File: config.mk
export PLATFORM = sky130hd
export DESIGN_NAME = bay_billing_arbiter_flat
export DESIGN_NICKNAME = d
export VERILOG_FILES = /design/src/rtl/bay_billing_if.sv /design/src/rtl/bay_billing_arbiter.sv /design/src/flat_wrapper.sv
export SDC_FILE = /design/constraint.sdc
export NUM_CORES = 1
export LEC_CHECK = 0
export BUFFER_PORTS_ARGS = -buffer_cell sky130_fd_sc_hd__buf_2
export CAP_MARGIN = 0
export CORE_MARGIN = 1.5
export CORE_UTILIZATION = 25
export CTS_CLUSTER_DIAMETER = 60
export DETAILED_ROUTE_END_ITERATION = 8
export SYNTH_ARGS = -nofsm -noshare
export SYNTH_HDL_FRONTEND = slang
export SYNTH_SLANG_ARGS = --single-unit
File: constraint.sdc
create_clock -name clk -period 10.7 [get_ports clk]
set_input_delay 1.07 -clock clk [delete_from_list [all_inputs] [get_ports clk]]
set_output_delay 1.07 -clock clk [all_outputs]
set_load 0.01 [all_outputs]
File: src/rtl/bay_billing_if.sv
// bay_billing_if: the bus between the bay sensors and pay terminal on one side
// and the billing arbiter on the other. The master drives the inputs and the
// slave (the arbiter) drives the bill/alarm/status outputs.
interface bay_billing_if #(
    parameter int BAYS  = 8,
    parameter int FEE_W = 12
);
    logic             en;
    logic             tick;
    logic [BAYS-1:0]  occ;
    logic             pay;
    logic             bill_valid;
    logic [2:0]       bill_bay;
    logic [FEE_W-1:0] bill_fee;
    logic             buz;
    logic [BAYS-1:0]  pending;
    logic [3:0]       free_cnt;

    modport master (
        output en, tick, occ, pay,
        input  bill_valid, bill_bay, bill_fee, buz, pending, free_cnt
    );

    modport slave (
        input  en, tick, occ, pay,
        output bill_valid, bill_bay, bill_fee, buz, pending, free_cnt
    );
endinterface

File: src/rtl/bay_billing_arbiter.sv
// bay_billing_arbiter: per-bay parking-time counters, departure-triggered
// checkout requests and a round-robin grant of the single fee path. A granted
// bill is held on bill_bay/bill_fee until the pay strobe acknowledges it.
// Optional feature macro: PARKING_ALARM_EN adds the BILL timeout counter and
// the ALARM state that drives buz; without it buz is tied low and BILL waits
// for pay indefinitely.
module bay_billing_arbiter #(
    parameter int BAYS    = 8,
    parameter int CNT_W   = 8,
    parameter int RATE    = 2,
    parameter int FEE_W   = 12,
    parameter int TIMEOUT = 16
) (
    input logic          clk,
    input logic          rst,
    bay_billing_if.slave bus
);
    localparam int IDX_W  = $clog2(BAYS);
    localparam int WIDE_W = CNT_W + FEE_W;
    localparam logic [CNT_W-1:0]  CNT_MAX = '1;
    localparam logic [WIDE_W-1:0] FEE_MAX = {{CNT_W{1'b0}}, {FEE_W{1'b1}}};

`ifdef PARKING_ALARM_EN
    typedef enum logic [2:0] {IDLE, GRANT, BILL, ALARM, DONE} state_t;
    localparam int TO_W = $clog2(TIMEOUT + 1);
`else
    typedef enum logic [2:0] {IDLE, GRANT, BILL, DONE} state_t;
`endif

    state_t state;
    state_t state_nxt;

    logic [BAYS-1:0]  occ_q;
    logic [BAYS-1:0]  dep;
    logic [BAYS-1:0]  arr;
    logic [BAYS-1:0]  pending;
    logic [BAYS-1:0]  pending_nxt;
    logic [BAYS-1:0]  in_bill;
    logic [CNT_W-1:0] cnt [BAYS];
    logic [IDX_W-1:0] rr;
    logic [IDX_W-1:0] pick;
    logic [IDX_W-1:0] idx;
    logic             found;
    logic [IDX_W-1:0] bill_bay;
    logic [FEE_W-1:0] bill_fee;
    logic [3:0]       free_cnt;
    logic             bill_valid_c;
    logic             buz_c;
`ifdef PARKING_ALARM_EN
    logic [TO_W-1:0]  to_cnt;
`endif

    // Fee for a stay of c ticks: at least one RATE unit, clamped to the
    // display width. The product is formed at full width so it cannot wrap.
    function automatic logic [FEE_W-1:0] fee_of(input logic [CNT_W-1:0] c);
        logic [WIDE_W-1:0] wide;
        if (c == '0) begin
            wide = WIDE_W'(RATE);
        end else begin
            wide = WIDE_W'(c) * WIDE_W'(RATE);
        end
        if (wide > FEE_MAX) begin
            wide = FEE_MAX;
        end
        return wide[FEE_W-1:0];
    endfunction

    assign dep = occ_q & ~bus.occ;
    assign arr = ~occ_q & bus.occ;

    // Marks the bay whose bill is currently being presented or retired.
    always_comb begin
        in_bill = '0;
        if (state != IDLE && state != GRANT) begin
            in_bill[bill_bay] = 1'b1;
        end
    end

    // Next pending set: new departures request checkout unless a bill for that
    // bay already exists; DONE retires the bay just paid.
    always_comb begin
        pending_nxt = pending | (dep & ~pending & ~in_bill);
        if (state == DONE) begin
            pending_nxt[bill_bay] = 1'b0;
        end
    end

    // Round-robin search: first pending bay at or after rr, wrapping around.
    always_comb begin
        pick  = rr;
        idx   = '0;
        found = 1'b0;
        for (int k = 0; k < BAYS; k++) begin
            idx = rr + IDX_W'(k);
            if (!found && pending[idx]) begin
                pick  = idx;
                found = 1'b1;
            end
        end
    end

    // Vacant-bay count straight from the registered occupancy.
    always_comb begin
        free_cnt = '0;
        for (int i = 0; i < BAYS; i++) begin
            free_cnt = free_cnt + {3'b000, ~occ_q[i]};
        end
    end

    // Occupancy history and pending requests.
    always_ff @(posedge clk) begin
        if (rst) begin
            occ_q   <= '0;
            pending <= '0;
        end else begin
            occ_q   <= bus.occ;
            pending <= pending_nxt;
        end
    end

    // Per-bay parking timers: DONE clear beats arrival clear beats counting.
    always_ff @(posedge clk) begin
        if (rst) begin
            for (int i = 0; i < BAYS; i++) begin
                cnt[i] <= '0;
            end
        end else begin
            for (int i = 0; i < BAYS; i++) begin
                if (state == DONE && bill_bay == IDX_W'(i)) begin
                    cnt[i] <= '0;
                end else if (arr[i] && !pending[i] && !in_bill[i]) begin
                    cnt[i] <= '0;
                end else if (bus.tick && bus.en && occ_q[i] && !pending_nxt[i]
                             && !in_bill[i] && cnt[i] != CNT_MAX) begin
                    cnt[i] <= cnt[i] + 1'b1;
                end
            end
        end
    end

    // FSM state register.
    always_ff @(posedge clk) begin
        if (rst) begin
            state <= IDLE;
        end else begin
            state <= state_nxt;
        end
    end

    // FSM next-state and bill/alarm output decode.
    always_comb begin
        state_nxt    = state;
        bill_valid_c = 1'b0;
        buz_c        = 1'b0;
        case (state)
            IDLE: begin
                if (bus.en && (pending != '0)) begin
                    state_nxt = GRANT;
                end
            end
            GRANT: begin
                state_nxt = BILL;
            end
            BILL: begin
                bill_valid_c = 1'b1;
                if (bus.pay) begin
                    state_nxt = DONE;
                end
`ifdef PARKING_ALARM_EN
                else if (bus.tick && (to_cnt == TO_W'(TIMEOUT - 1))) begin
                    state_nxt = ALARM;
                end
            end
            ALARM: begin
                bill_valid_c = 1'b1;
                buz_c        = 1'b1;
                if (bus.pay) begin
                    state_nxt = DONE;
                end
`endif
            end
            DONE: begin
                state_nxt = IDLE;
            end
            default: begin
                state_nxt = IDLE;
            end
        endcase
    end

`ifdef PARKING_ALARM_EN
    // Unpaid-tick counter for the bill on display, restarted at each grant.
    always_ff @(posedge clk) begin
        if (rst) begin
            to_cnt <= '0;
        end else if (state == GRANT) begin
            to_cnt <= '0;
        end else if (state == BILL && bus.tick && !bus.pay) begin
            to_cnt <= to_cnt + 1'b1;
        end
    end
`endif

    // Bill latch: bay and fee are captured in GRANT and held until the next grant.
    always_ff @(posedge clk) begin
        if (rst) begin
            bill_bay <= '0;
            bill_fee <= '0;
        end else if (state == GRANT) begin
            bill_bay <= pick;
            bill_fee <= fee_of(cnt[pick]);
        end
    end

    // Round-robin pointer moves past the bay just paid.
    always_ff @(posedge clk) begin
        if (rst) begin
            rr <= '0;
        end else if (state == DONE) begin
            rr <= bill_bay + 1'b1;
        end
    end

    assign bus.bill_valid = bill_valid_c;
    assign bus.buz        = buz_c;
    assign bus.bill_bay   = bill_bay;
    assign bus.bill_fee   = bill_fee;
    assign bus.pending    = pending;
    assign bus.free_cnt   = free_cnt;

endmodule

File: src/flat_wrapper.sv
// flat-port wrapper written by rule: the top's interface ports become plain ports
module bay_billing_arbiter_flat 
#(
    parameter int BAYS    = 8,
    parameter int CNT_W   = 8,
    parameter int RATE    = 2,
    parameter int FEE_W   = 12,
    parameter int TIMEOUT = 16
)
  (clk, rst, bus_en, bus_tick, bus_occ, bus_pay, bus_bill_valid, bus_bill_bay, bus_bill_fee, bus_buz, bus_pending, bus_free_cnt);
  bay_billing_if #(.BAYS(BAYS), .FEE_W(FEE_W)) bus_i ();
  input logic clk;
  input logic rst;
  input wire logic [$bits(bus_i.en)-1:0] bus_en;
  input wire logic [$bits(bus_i.tick)-1:0] bus_tick;
  input wire logic [$bits(bus_i.occ)-1:0] bus_occ;
  input wire logic [$bits(bus_i.pay)-1:0] bus_pay;
  output wire logic [$bits(bus_i.bill_valid)-1:0] bus_bill_valid;
  output wire logic [$bits(bus_i.bill_bay)-1:0] bus_bill_bay;
  output wire logic [$bits(bus_i.bill_fee)-1:0] bus_bill_fee;
  output wire logic [$bits(bus_i.buz)-1:0] bus_buz;
  output wire logic [$bits(bus_i.pending)-1:0] bus_pending;
  output wire logic [$bits(bus_i.free_cnt)-1:0] bus_free_cnt;
  assign bus_i.en = bus_en;
  assign bus_i.tick = bus_tick;
  assign bus_i.occ = bus_occ;
  assign bus_i.pay = bus_pay;
  assign bus_bill_valid = bus_i.bill_valid;
  assign bus_bill_bay = bus_i.bill_bay;
  assign bus_bill_fee = bus_i.bill_fee;
  assign bus_buz = bus_i.buz;
  assign bus_pending = bus_i.pending;
  assign bus_free_cnt = bus_i.free_cnt;
  bay_billing_arbiter #(.BAYS(BAYS), .CNT_W(CNT_W), .RATE(RATE), .FEE_W(FEE_W), .TIMEOUT(TIMEOUT)) u_core (.clk(clk), .rst(rst), .bus(bus_i));
endmodule
; ---- Word level (Yosys, flattened, before mapping)
; Memory sizes are Yosys's and may differ from the RTL's.
; Index checks and enable logic that the tools add are counted.
[op_classes]
add_sub_neg = 23
order_cmp = 11
eq_ne = 21
n_mux = 164
n_bitwise = 43
n_reduce_logical = 104
[op_table]
columns = cell, n
row1 = 2-to-1 mux 8 bit, 26
row2 = 2-to-1 mux 1 bit, 115
row3 = logical AND 1 bit, 67
row4 = "adder 8 x 1 -> 8 bit, second input constant", 8
row5 = "inequality test 8 bit, second input constant", 8
row6 = bitwise AND 8 bit, 5
row7 = 2-to-1 mux 20 bit, 2
row8 = inverter 8 bit, 5
row9 = "less-than comparator 3 x 4 -> 1 bit, second input constant", 9
row10 = logical NOT 1 bit, 31
row11 = 2-to-1 mux 3 bit, 9
row12 = adder 4 x 1 -> 4 bit, 6
row13 = binary-select mux 1 bit (select 3 bit), 8
row14 = OR 1 bit, 24
row15 = "greater-than comparator 20 x 12 -> 1 bit, second input constant", 1
row16 = "adder 3 bit, second input constant", 4
row17 = "== test 3 x 2 -> 1 bit, second input constant", 4
row18 = "== test 3 bit, second input constant", 4
row19 = 2-to-1 mux 12 bit, 1
row20 = 2-to-1 mux 9 bit, 1
row21 = one-hot mux 3 bit (3 select lines), 1
row22 = logical NOT 8 bit, 1
row23 = inverter 1 bit, 8
row24 = OR 8 bit, 1
row25 = 13 further kinds, 17
[totals]
ff_bits = 37
mem_bits_rw = 64
wordCells = 373
memories = 1
[mem_list]
columns = memory, words, word_bits, rd, rd_clocked_by_memory_dff, write_ports, line
row1 = u_core.cnt, 8, 8, 9, 0, 8, bay_billing_arbiter.sv:39  ; logic [CNT_W-1:0] cnt [BAYS];

; ---- Longest topological paths before layout
; Gate-level depths: netlist of the first run.
; An unclocked memory read counts as a cell.
[logic_depth]
depth_word = 31
depth_mapped = 18

; ---- Worst setup path after synthesis of the first run
; Ideal clock, no wire load.
[synth_timing]
kind = register to register
from = register u_core.rr[1]
to = register u_core.bill_fee[1], in the netlist u_core.bus.bill_fee[1]
setup_ns = 0.070
arrival_time_ns = 4.037
path_slack_ns = 6.593
stages_incl_launch_ff = 16
path_buffers = 3
path_cell_list = dfxtp_1 > buf_2 > inv_1 > ha_1 > buf_6 > buf_2 > mux4_2 > mux2i_1 > mux2_2 > a22oi_2 > a31oi_2 > o22ai_4 > mux4_1 > mux2i_1 > nand4_1 > o2bb2ai_1
[synth_between]
elab_chain_cells = 31
elab_cells_between_ends = 58
classes_between = 7 x add/sub / 1 x order compare / 34 x mux / 15 x reduce/logical / 1 x memory
[synth_lines]
columns = item, line
row1 = from (decl), bay_billing_arbiter.sv:40  ; logic [IDX_W-1:0] rr;
row2 = from (signal assigned), bay_billing_arbiter.sv:220  ; rr <= bill_bay + 1'b1;
row3 = "parallel branches: the longest is 23 deep, another holds adder 3 x 1 -> 3 bit", n/a
row4 = 2-to-1 mux 3 bit *, bay_billing_arbiter.sv:95  ; if (!found && pending[idx]) begin
row5 = memory read (8 x 8 bit) *, n/a
row6 = logical NOT 8 bit, bay_billing_arbiter.sv:57  ; if (c == '0) begin
row7 = 2-to-1 mux 9 bit *, bay_billing_arbiter.sv:57
row8 = 2-to-1 mux 20 bit *, bay_billing_arbiter.sv:209  ; end else if (state == GRANT) begin
row9 = 2-to-1 mux 20 bit *, bay_billing_arbiter.sv:206  ; if (rst) begin
row10 = greater-than comparator 20 x 12 -> 1 bit, bay_billing_arbiter.sv:62  ; if (wide > FEE_MAX) begin
row11 = 2-to-1 mux 12 bit *, bay_billing_arbiter.sv:62
row12 = to (signal assigned), bay_billing_arbiter.sv:211  ; bill_fee <= fee_of(cnt[pick]);
row13 = to (decl), bay_billing_arbiter.sv:45  ; logic [FEE_W-1:0] bill_fee;
; Mark *: on every way between the ends. The select of a mux whose other input is x is not followed.
; A chain may end at the register's enable or synchronous reset.

; ---- Worst setup path after layout of the first run
[layout_timing]
from = register u_core.rr[0]
to = register u_core.bill_fee[1], in the netlist u_core.bus.bill_fee[1]
; Same word-level chain as after synthesis.

==> results of run 1 <==
critical path: stages, from the launching register on:
cell and delay, ns:
dfxtp_1 0.79, inv_2 0.28, ha_1 0.91, mux4_2 0.43, mux2i_1 0.46, mux2_2 0.41
a22oi_2 0.20, a31oi_2 0.13, o22ai_4 0.82, mux4_1 0.65, mux2i_1 0.19, nand4_1 0.13
o2bb2ai_1 0.14
sequential cells by signal (all words and copies together), names as in the netlist:
signal               flops
u_core.bus.pending       8
u_core.cnt              64
u_core.bus.bill_fee      8
u_core.bus.bill_bay      3
u_core.state             2
u_core.rr                3
u_core.occ_q             8
cell usage in the layout, fill, tap and decap left out, types with 7 or more instances in the layout:
cell / instances
mux4_2: 10
and4_1: 7
edfxtp_1: 64
dfxtp_1: 32
xnor2_1: 26
xor2_1: 25
nor2_1: 117
nand3_1: 40
a211oi_1: 8
inv_1: 25
mux2i_1: 64
mux2_2: 11
a21oi_1: 11
nand2_1: 47
nand4_1: 11
buf_2: 36
nor2b_1: 18
ha_1: 24
clkbuf_16: 9
synthesized netlist by cell type, types with 5 or more instances:
library cell	count	area [um^2]
mux2_2	11	124
dfxtp_1	32	641
a31oi_1	6	37.5
nor2_1	117	439
a211oi_1	8	60.1
nor2b_1	18	113
xor2_1	25	219
xnor2_1	26	228
clkbuf_1	23	86.3
nand3_1	40	200
ha_1	24	300
nand4_1	11	68.8
mux2i_1	64	641
inv_1	25	93.8
o22ai_1	6	37.5
o21ai_0	6	30.0
mux4_2	10	225
edfxtp_1	64	1920
buf_4	5	37.5
and4_1	7	61.3
nand2_1	47	176
a21oi_1	11	55.1
a311oi_1	5	43.8
metal layers:
metal,wire (um),vias up,part of all wire [%],global-route usage (%)
li1,-,2431,-,-
met1,7820,2410,47,17.7
met2,7480,151,45,19.9
met3,909,20,5.5,2.30
met4,274,0,1.7,3.93
met5,0,-,0,0
cells by family (layout without fill, tap and decap cells):
| group | count (synthesis) | in the layout | synth area share, % |
|---|---|---|---|
| DFF | 96 | 96 | 39.0 |
| other | 1 | 5 | 0.0571 |
| AOI/OAI and AO/OA | 70 | 70 | 7.94 |
| adders and majority gates | 28 | 28 | 5.79 |
| xor gates and xnor gates | 52 | 52 | 7.05 |
| buffers and inverters | 65 | 80 | 4.91 |
| and+or+nand+nor | 270 | 270 | 19.4 |
| muxes | 87 | 87 | 15.9 |
power groups by stage:
| stage | clock [mW] | combinational (mW) | sequential, mW |
|---|---|---|---|
| 2_1_floorplan | 0 | 0.490 | 0.497 |
| 3_3_place_gp | 0 | 0.573 | 0.526 |
| 3_5_place_dp | 0 | 0.579 | 0.527 |
| 4_1_cts | 0.313 | 0.582 | 0.519 |
| 5_1_grt | 0.324 | 0.639 | 0.528 |
| 6_report | 0.306 | 0.580 | 0.519 |
metrics by stage:
step | cells | util (%) | total power, mW | hold WS, ns | area, um^2
5_1_grt | 1023 | 28.0 | 1.49 | 0.532 | 7260
6_report | 1023 | 28.0 | 1.41 | 0.510 | 7260
2_1_floorplan | 673 | - | 0.987 | 0.505 | 6590
4_1_cts | 1023 | 28.0 | 1.41 | 0.502 | 7260
3_5_place_dp | 1007 | 26.9 | 1.11 | 0.490 | 6980
3_3_place_gp | 1007 | 26.9 | 1.10 | 0.471 | 6980
worst min path at each step:
stage | start | end | slack, ns
2_1_floorplan | u_core.bus.bill_fee[2] | u_core.bus.bill_fee[2] | 0.50
3_3_place_gp | u_core.bus.bill_fee[5] | u_core.bus.bill_fee[5] | 0.47
3_5_place_dp | u_core.bus.bill_fee[5] | u_core.bus.bill_fee[5] | 0.49
4_1_cts | u_core.bus.bill_fee[5] | u_core.bus.bill_fee[5] | 0.50
5_1_grt | u_core.bus.bill_fee[4] | u_core.bus.bill_fee[4] | 0.53
6_report | u_core.bus.bill_fee[5] | u_core.bus.bill_fee[5] | 0.51
layout make-up:
type	count	area share (%)
timing repair buffer	37	2.59
tap	335	5.78
clock buffer	11	3.35
multi-input combinational	512	51.1
clock inverter	5	0.431
inverter	27	1.40
sequential	96	35.3
==> impl_summary.txt, run 1 <==
----------------------------------------------------
[Synth]
  Post-synthesis area per instance ... 9.82 um^2
  Yosys warning count ... 0
  FF+latch count, synth ... 96
  Number of unique standard cell types used by synthesis ... 63
  Proportion of synthesized chip area in sequential cells ... 39.0%
  Count of flip-flops with a built-in enable after synthesis ... 64
  Mapped Area ... 0.00657 mm^2
  Most used flip-flop cell after synthesis ... edfxtp_1
  Proportion of register bits with asynchronous set or reset after synthesis ... 0%
  Cell count after synthesis ... 669

[Timing]
  RSZ-0062 raised after global routing ... no
  Final critical-path required period ... 5.64 ns
  Setup tns final ... 0 ns
  Worst Max-Slew Pin Slew ... 1.07 ns
  Achievable frequency ... 0.177 GHz
  Total count of max-transition violations in the final report ... 0
  Worst clock skew ... 0.00787 ns
  Crit path setup slack, layout ... 5.06 ns
  Part of the cycle the worst path needs ... 52.7%
  Worst-case headroom to the max-slew limit ... 28.5%
  Final number of hold-violating endpoints ... 0
  Setup violation total in the final timing report ... 0

[Power]
  Net switching component of the power ... 0.542 mW
  Clock network fraction of design power ... 21.8%
  PD cells ... 194 mW/mm^2
  Leakage ... 2.61 nW
  Switching portion of total power ... 38.6%
  VDD IR max ... 0.0893 mV
  Share of power burned in registers ... 36.9%
  Cell Int Power ... 0.863 mW
  Combinational power share ... 41.3%

[Detailed routing]
  Number of detailed-routing iterations run before antenna repair ... 5
  Total wire length after detailed routing ... 16500 um
  Number of design rule violations left after detail routing ... 0
  Via density ... 4.90
  Number of antenna-violating nets in the routed design ... 0
  Routed wire per std cell ... 16.1 um
  Vias ... 5012
  Iteration-0 DRC count of the detailed router ... 577

[Clock tree]
  Clock transition at path regs ... 0.07 ns
  Clock root buffer ... clkbuf_16
  Clock tree sinks ... 96
  Hold bufs inserted after CTS ... 0
  CTS tree ... done
  Post-cts gate resize count ... 0
  H-tree depth ... 3
  Clock buffer count from CTS ... 9
  Maximum clock path buffer count ... 2
  Clk_lat worst skew ... 0.36 ns
  Post-CTS setup buffers ... 0

[Worst hold path]
  HP Class ... reg2reg
  Min-Delay Path Depth ... 2

[Die]
  Horizontal die dimension ... 165 um
  Number of core rows ... 59
  Area of the core region ... 0.0259 mm^2
  # IOs ... 42
  Floorplan die height ... 165 um
  Full die area ... 0.0273 mm^2
  Starting density of the core ... 25.4%

[Setup path]
  Critical R2R Capture ... u_core.bus.bill_fee[1]
  R2R depth ... 12
  Data required, critical path ... 10.99 ns
  Arr. time, crit path ... 5.93 ns
  Biggest fanout along the worst timing path ... 24
  Startpoint type of the worst setup path ... flop
  CP startpoint ... u_core.rr[0]
  Endpoint type of the worst setup path ... flop
  Critical Path End ... u_core.bus.bill_fee[1]
  Reg2reg setup slack ... 5.06 ns
  Startpoint-to-endpoint class of the critical path ... reg2reg
  Worst flop-to-flop path startpoint ... u_core.rr[0]

[Global routing]
  Number of antenna violations at the first check in global routing ... 0
  Sum of overflow across all layers after global routing ... 0
  Maximum number of pins on one net before global-route repair ... 46
  GRT Util Overall ... 12.7%
  Via count of the first global-routing pass ... 4765
  Global-route wire length before repair ... 26600 um

[Layout]
  Fin nets ... 724
  Area taken by flip-flops and latches ... 0.00256 mm^2
  Fillers ... 2717
  Diode insertion count for antenna repair ... 0
  Footprint of the multi-input gates ... 0.00371 mm^2
  Relative area change from synthesis to final layout ... 10.4%
  Fraction of layout cells with a size suffix above 1 ... 12.6%

[Place]
  Final estimated routing congestion in global placement ... 0.817
  Final HPWL from detailed placement ... 12300 um
  Buffers on Ports ... 36
  Worst slack at placement ... 5.09 ns

[Job]
  Max capacitance violation total ... 0

[Run status]
  Run status ... finished, final reports clean

----------------------------------------------------
Power figures use the tool's default switching activity.
==> run 2: changes to the inputs <==
--- a/config.mk
+++ b/config.mk
@@ -5,6 +5,7 @@
 export SDC_FILE = /design/constraint.sdc
 export NUM_CORES = 1
 export LEC_CHECK = 0
+export ABC_AREA = 1
 export BUFFER_PORTS_ARGS = -buffer_cell sky130_fd_sc_hd__buf_2
 export CAP_MARGIN = 0
 export CORE_MARGIN = 1.5
==> constraint.sdc (replaced) <==
create_clock -name clk -period 4.7 [get_ports clk]
set_input_delay 0.47 -clock clk [delete_from_list [all_inputs] [get_ports clk]]
set_output_delay 0.47 -clock clk [all_outputs]
set_load 0.01 [all_outputs]
==> impl_summary.txt, run 2 <==
----------------------------------------------------
[Run status]
  Run status ... finished, final reports clean

[Setup path]
  Slowest library cell on the worst path ... dfxtp_1
  Endpoint type of the worst setup path ... flop
  Most common cell on crit path ... nand2_1
  Crit path largest cell delay ... 0.66 ns (-0.25 ns)
  Data required, critical path ... 4.99 ns (-6.00 ns)
  Buffers plus inverters on the worst setup path ... 2 (+1)
  Reg2reg setup slack ... 0.94 ns (-4.13 ns)
  Startpoint type of the worst setup path ... flop
  Cell class contributing the biggest share of worst-path delay ... simple AND/OR/NAND/NOR gates
  Startpoint-to-endpoint class of the critical path ... reg2reg
  Arr. time, crit path ... 4.06 ns (-1.87 ns)
  Cells traversed along the worst timing path ... inv_2, ha_1, inv_1, nand3_1, nand3_1, nand2_2, nor2_4, nand4_4, nor2_8, nand4_4, nand2_4, nand2_1, nand2_1, nand2_1, nand2_1, nand2_1, nand2_1, nand2_1, nor2_1, nand2_1, a21oi_1
  Biggest fanout along the worst timing path ... 24 (unchanged)

[Place]
  Final estimated routing congestion in global placement ... 0.867 (+6.1%)
  Post-DP Area ... 0.00713 mm^2 (+2.2%)
  Final HPWL from detailed placement ... 14100 um (+14%)
  Worst slack at placement ... 0.972 ns (-4.12 ns)
  Buffers on Ports ... 36 (unchanged)

[Synth]
  FF+latch count, synth ... 96 (unchanged)
  Most instantiated cells after synthesis ... nand2_1, nand3_1, inv_1, nor2_1, edfxtp_1
  Proportion of register bits with asynchronous set or reset after synthesis ... 0% (unchanged)
  Count of flip-flops with a built-in enable after synthesis ... 64 (unchanged)
  Yosys warning count ... 0 (unchanged)
  Cell type with the largest total area after synthesis ... edfxtp_1
  Proportion of synthesized chip area in sequential cells ... 38.3% (-0.68 points)
  Number of unique standard cell types used by synthesis ... 47 (-25%)
  Most frequent cell after synthesis ... nand2_1
  Most used flip-flop cell after synthesis ... edfxtp_1
  Cell count after synthesis ... 899 (+34%)
  Fraction of synthesized cell area taken by the top area cell type ... 28.7% (-0.51 points)
  Cells taking the most area after synthesis ... edfxtp_1, nand2_1, dfxtp_1
  Post-synthesis area per instance ... 7.44 um^2 (-24%)
  Mapped Area ... 0.00669 mm^2 (+1.8%)

[Global routing]
  GRT Util Overall ... 13.5% (+0.74 points)
  Sum of overflow across all layers after global routing ... 0 (unchanged)
  Number of antenna violations at the first check in global routing ... 0 (unchanged)
  Maximum number of pins on one net before global-route repair ... 25 (-46%)
  Via count of the first global-routing pass ... 5758 (+21%)
  Global-route wire length before repair ... 29800 um (+12%)

[Timing]
  Worst-case headroom to the max-slew limit ... 50.8% (+22 points)
  Part of the cycle the worst path needs ... 80.1% (+27 points)
  Crit path setup slack, layout ... 0.936 ns (-4.13 ns)
  RSZ-0062 raised after global routing ... no
  Worst Max-Slew Pin Slew ... 0.737 ns (-0.336 ns)
  Setup tns final ... 0 ns (unchanged)
  Total count of max-transition violations in the final report ... 0 (unchanged)
  Worst clock skew ... 0.0131 ns (+0.00522 ns)
  Final number of hold-violating endpoints ... 0 (unchanged)
  Achievable frequency ... 0.266 GHz (+50%)
  Final critical-path required period ... 3.76 ns (-1.87 ns)
  Setup violation total in the final timing report ... 0 (unchanged)

[Die]
  Starting density of the core ... 25.6% (+0.23 points)
  Floorplan die height ... 167 um (+0.87%)
  Full die area ... 0.0277 mm^2 (+1.7%)
  Horizontal die dimension ... 167 um (+0.87%)
  Number of core rows ... 59 (unchanged)
  Area of the core region ... 0.0261 mm^2 (+0.85%)
  # IOs ... 42 (unchanged)

[Layout]
  Commonest non-fill, non-tap cells in the layout ... nand2_1, nand3_1, inv_1
  Diode insertion count for antenna repair ... 0 (unchanged)
  Leading cell type in the layout, fill and taps excluded ... nand2_1
  Fin nets ... 968 (+34%)
  Relative area change from synthesis to final layout ... 10.7%
  Fraction of layout cells with a size suffix above 1 ... 9.87% (-2.8 points)
  Design Area, Final ... 0.00740 mm^2 (+2.0%)
  Flip-flop count of the largest register, all copies and words added ... 64 (unchanged)
  Fillers ... 2880 (+6.0%)
  Register with the most flip-flops ... u_core.cnt

[Power]
  Leakage ... 3.19 nW (+22%)
  PD cells ... 657 mW/mm^2 (+240%)
  VDD IR max ... 0.366 mV (+310%)

[Detailed routing]
  Via density ... 4.77 (-2.6%)
  Number of detailed-routing iterations run before antenna repair ... 7 (+2)
  Iteration-0 DRC count of the detailed router ... 375 (-35%)
  Total wire length after detailed routing ... 18300 um (+11%)
  Routed wire per std cell ... 14.5 um (-10%)
  Number of design rule violations left after detail routing ... 0 (unchanged)
  Vias ... 6049 (+21%)
  Number of antenna-violating nets in the routed design ... 0 (unchanged)

[Clock tree]
  Clk_lat worst skew ... 0.36 ns (about the same)
  Post-CTS setup buffers ... 0 (unchanged)
  Clock root buffer ... clkbuf_16
  Clock buffer count from CTS ... 9 (unchanged)
  H-tree depth ... 3 (unchanged)
  Hold bufs inserted after CTS ... 0 (unchanged)
  Post-cts gate resize count ... 0 (unchanged)
  Maximum clock path buffer count ... 2 (unchanged)
  Clock transition at path regs ... 0.08 ns (about the same)
  Clock tree sinks ... 96 (unchanged)
  CTS tree ... done

[Job]
  Max capacitance violation total ... 0 (unchanged)

[Worst hold path]
  HP Class ... in2reg

----------------------------------------------------
==> run 2: cell count changes after synthesis, moves of 11 or more <==
cell      before  now
a21oi_1       11   32
clkbuf_1      23    8
inv_1         25   96
mux2_2        11    0
mux2i_1       64    0
nand2_1       47  257
nand3_1       40  103
nand4_1       11   26
nor2_1       117   95
nor2b_1       18    0
nor3_1         3   28
o21ai_0        6   18
xnor2_1       26    7
==> run 2: where the power goes <==
part           internal [mW]  total, mW  leakage [nW]  switching (mW)
clock                  0.370      0.702         0.143           0.331
combinational          0.863       2.96          2.09            2.10
sequential              1.03       1.20         0.957           0.167
total                   2.27       4.86          3.19            2.60
==> run 2: cell type report <==
cell class                      count  area, um^2  area share [%]
Multi-Input combinational cell    679        3570            48.2
Sequential cell                    96        2560            34.6
Tap cell                          335         419            5.66
Inverter                          103         389            5.26
Clock buffer                       10         239            3.23
Timing Repair Buffer               38         195            2.64
Clock inverter                      6        32.5           0.439
==> run 2: tightest hold or removal path, delay by kind of cell <==
kind          cells  cell delay, ns
buf+inv           2            0.17
simple gates      1            0.03
==> run 2: metal layers <==
metal | vias up | part of all wire [%] | track usage [%]
met5 | - | 0 | 0
met4 | 0 | 2.6 | 6.01
met3 | 28 | 3.8 | 1.43
met2 | 147 | 47 | 22.6
met1 | 2845 | 46 | 17.5
li1 | 3029 | - | -
==> run 2: logic make-up after synthesis <==
| group | count (synthesis) | synth area share (%) |
|---|---|---|
| and+or+nand+nor | 556 | 38.5 |
| buffers and inverters | 128 | 8.57 |
| DFF | 96 | 38.3 |
| AOI/OAI and AO/OA | 66 | 5.56 |
| adders and majority gates | 28 | 5.69 |
| xor gates and xnor gates | 24 | 3.26 |
| other | 1 | 0.0561 |
==> run 2: final timing paths <==
| kind | startpoint | to | cells after the start |
|---|---|---|---|
| max | u_core.rr[1] | u_core.bus.bill_fee[1] | 21 |
| min | bus_occ[3] | u_core.occ_q[3] | 3 |
| max reg2reg | u_core.rr[1] | u_core.bus.bill_fee[1] | 21 |
| min reg2reg | u_core.bus.bill_fee[3] | u_core.bus.bill_fee[3] | 2 |
==> run 2: metrics by stage <==
stage	power, mW	hold slack, ns	cells	util (%)
after floorplan	3.57	0.488	903	-
after global placement	4.15	0.453	1251	27.3
after detailed placement	4.14	0.454	1251	27.3
after CTS	4.85	0.337	1267	28.3
after global routing	5.28	0.356	1267	28.3
final	4.86	0.340	1267	28.3
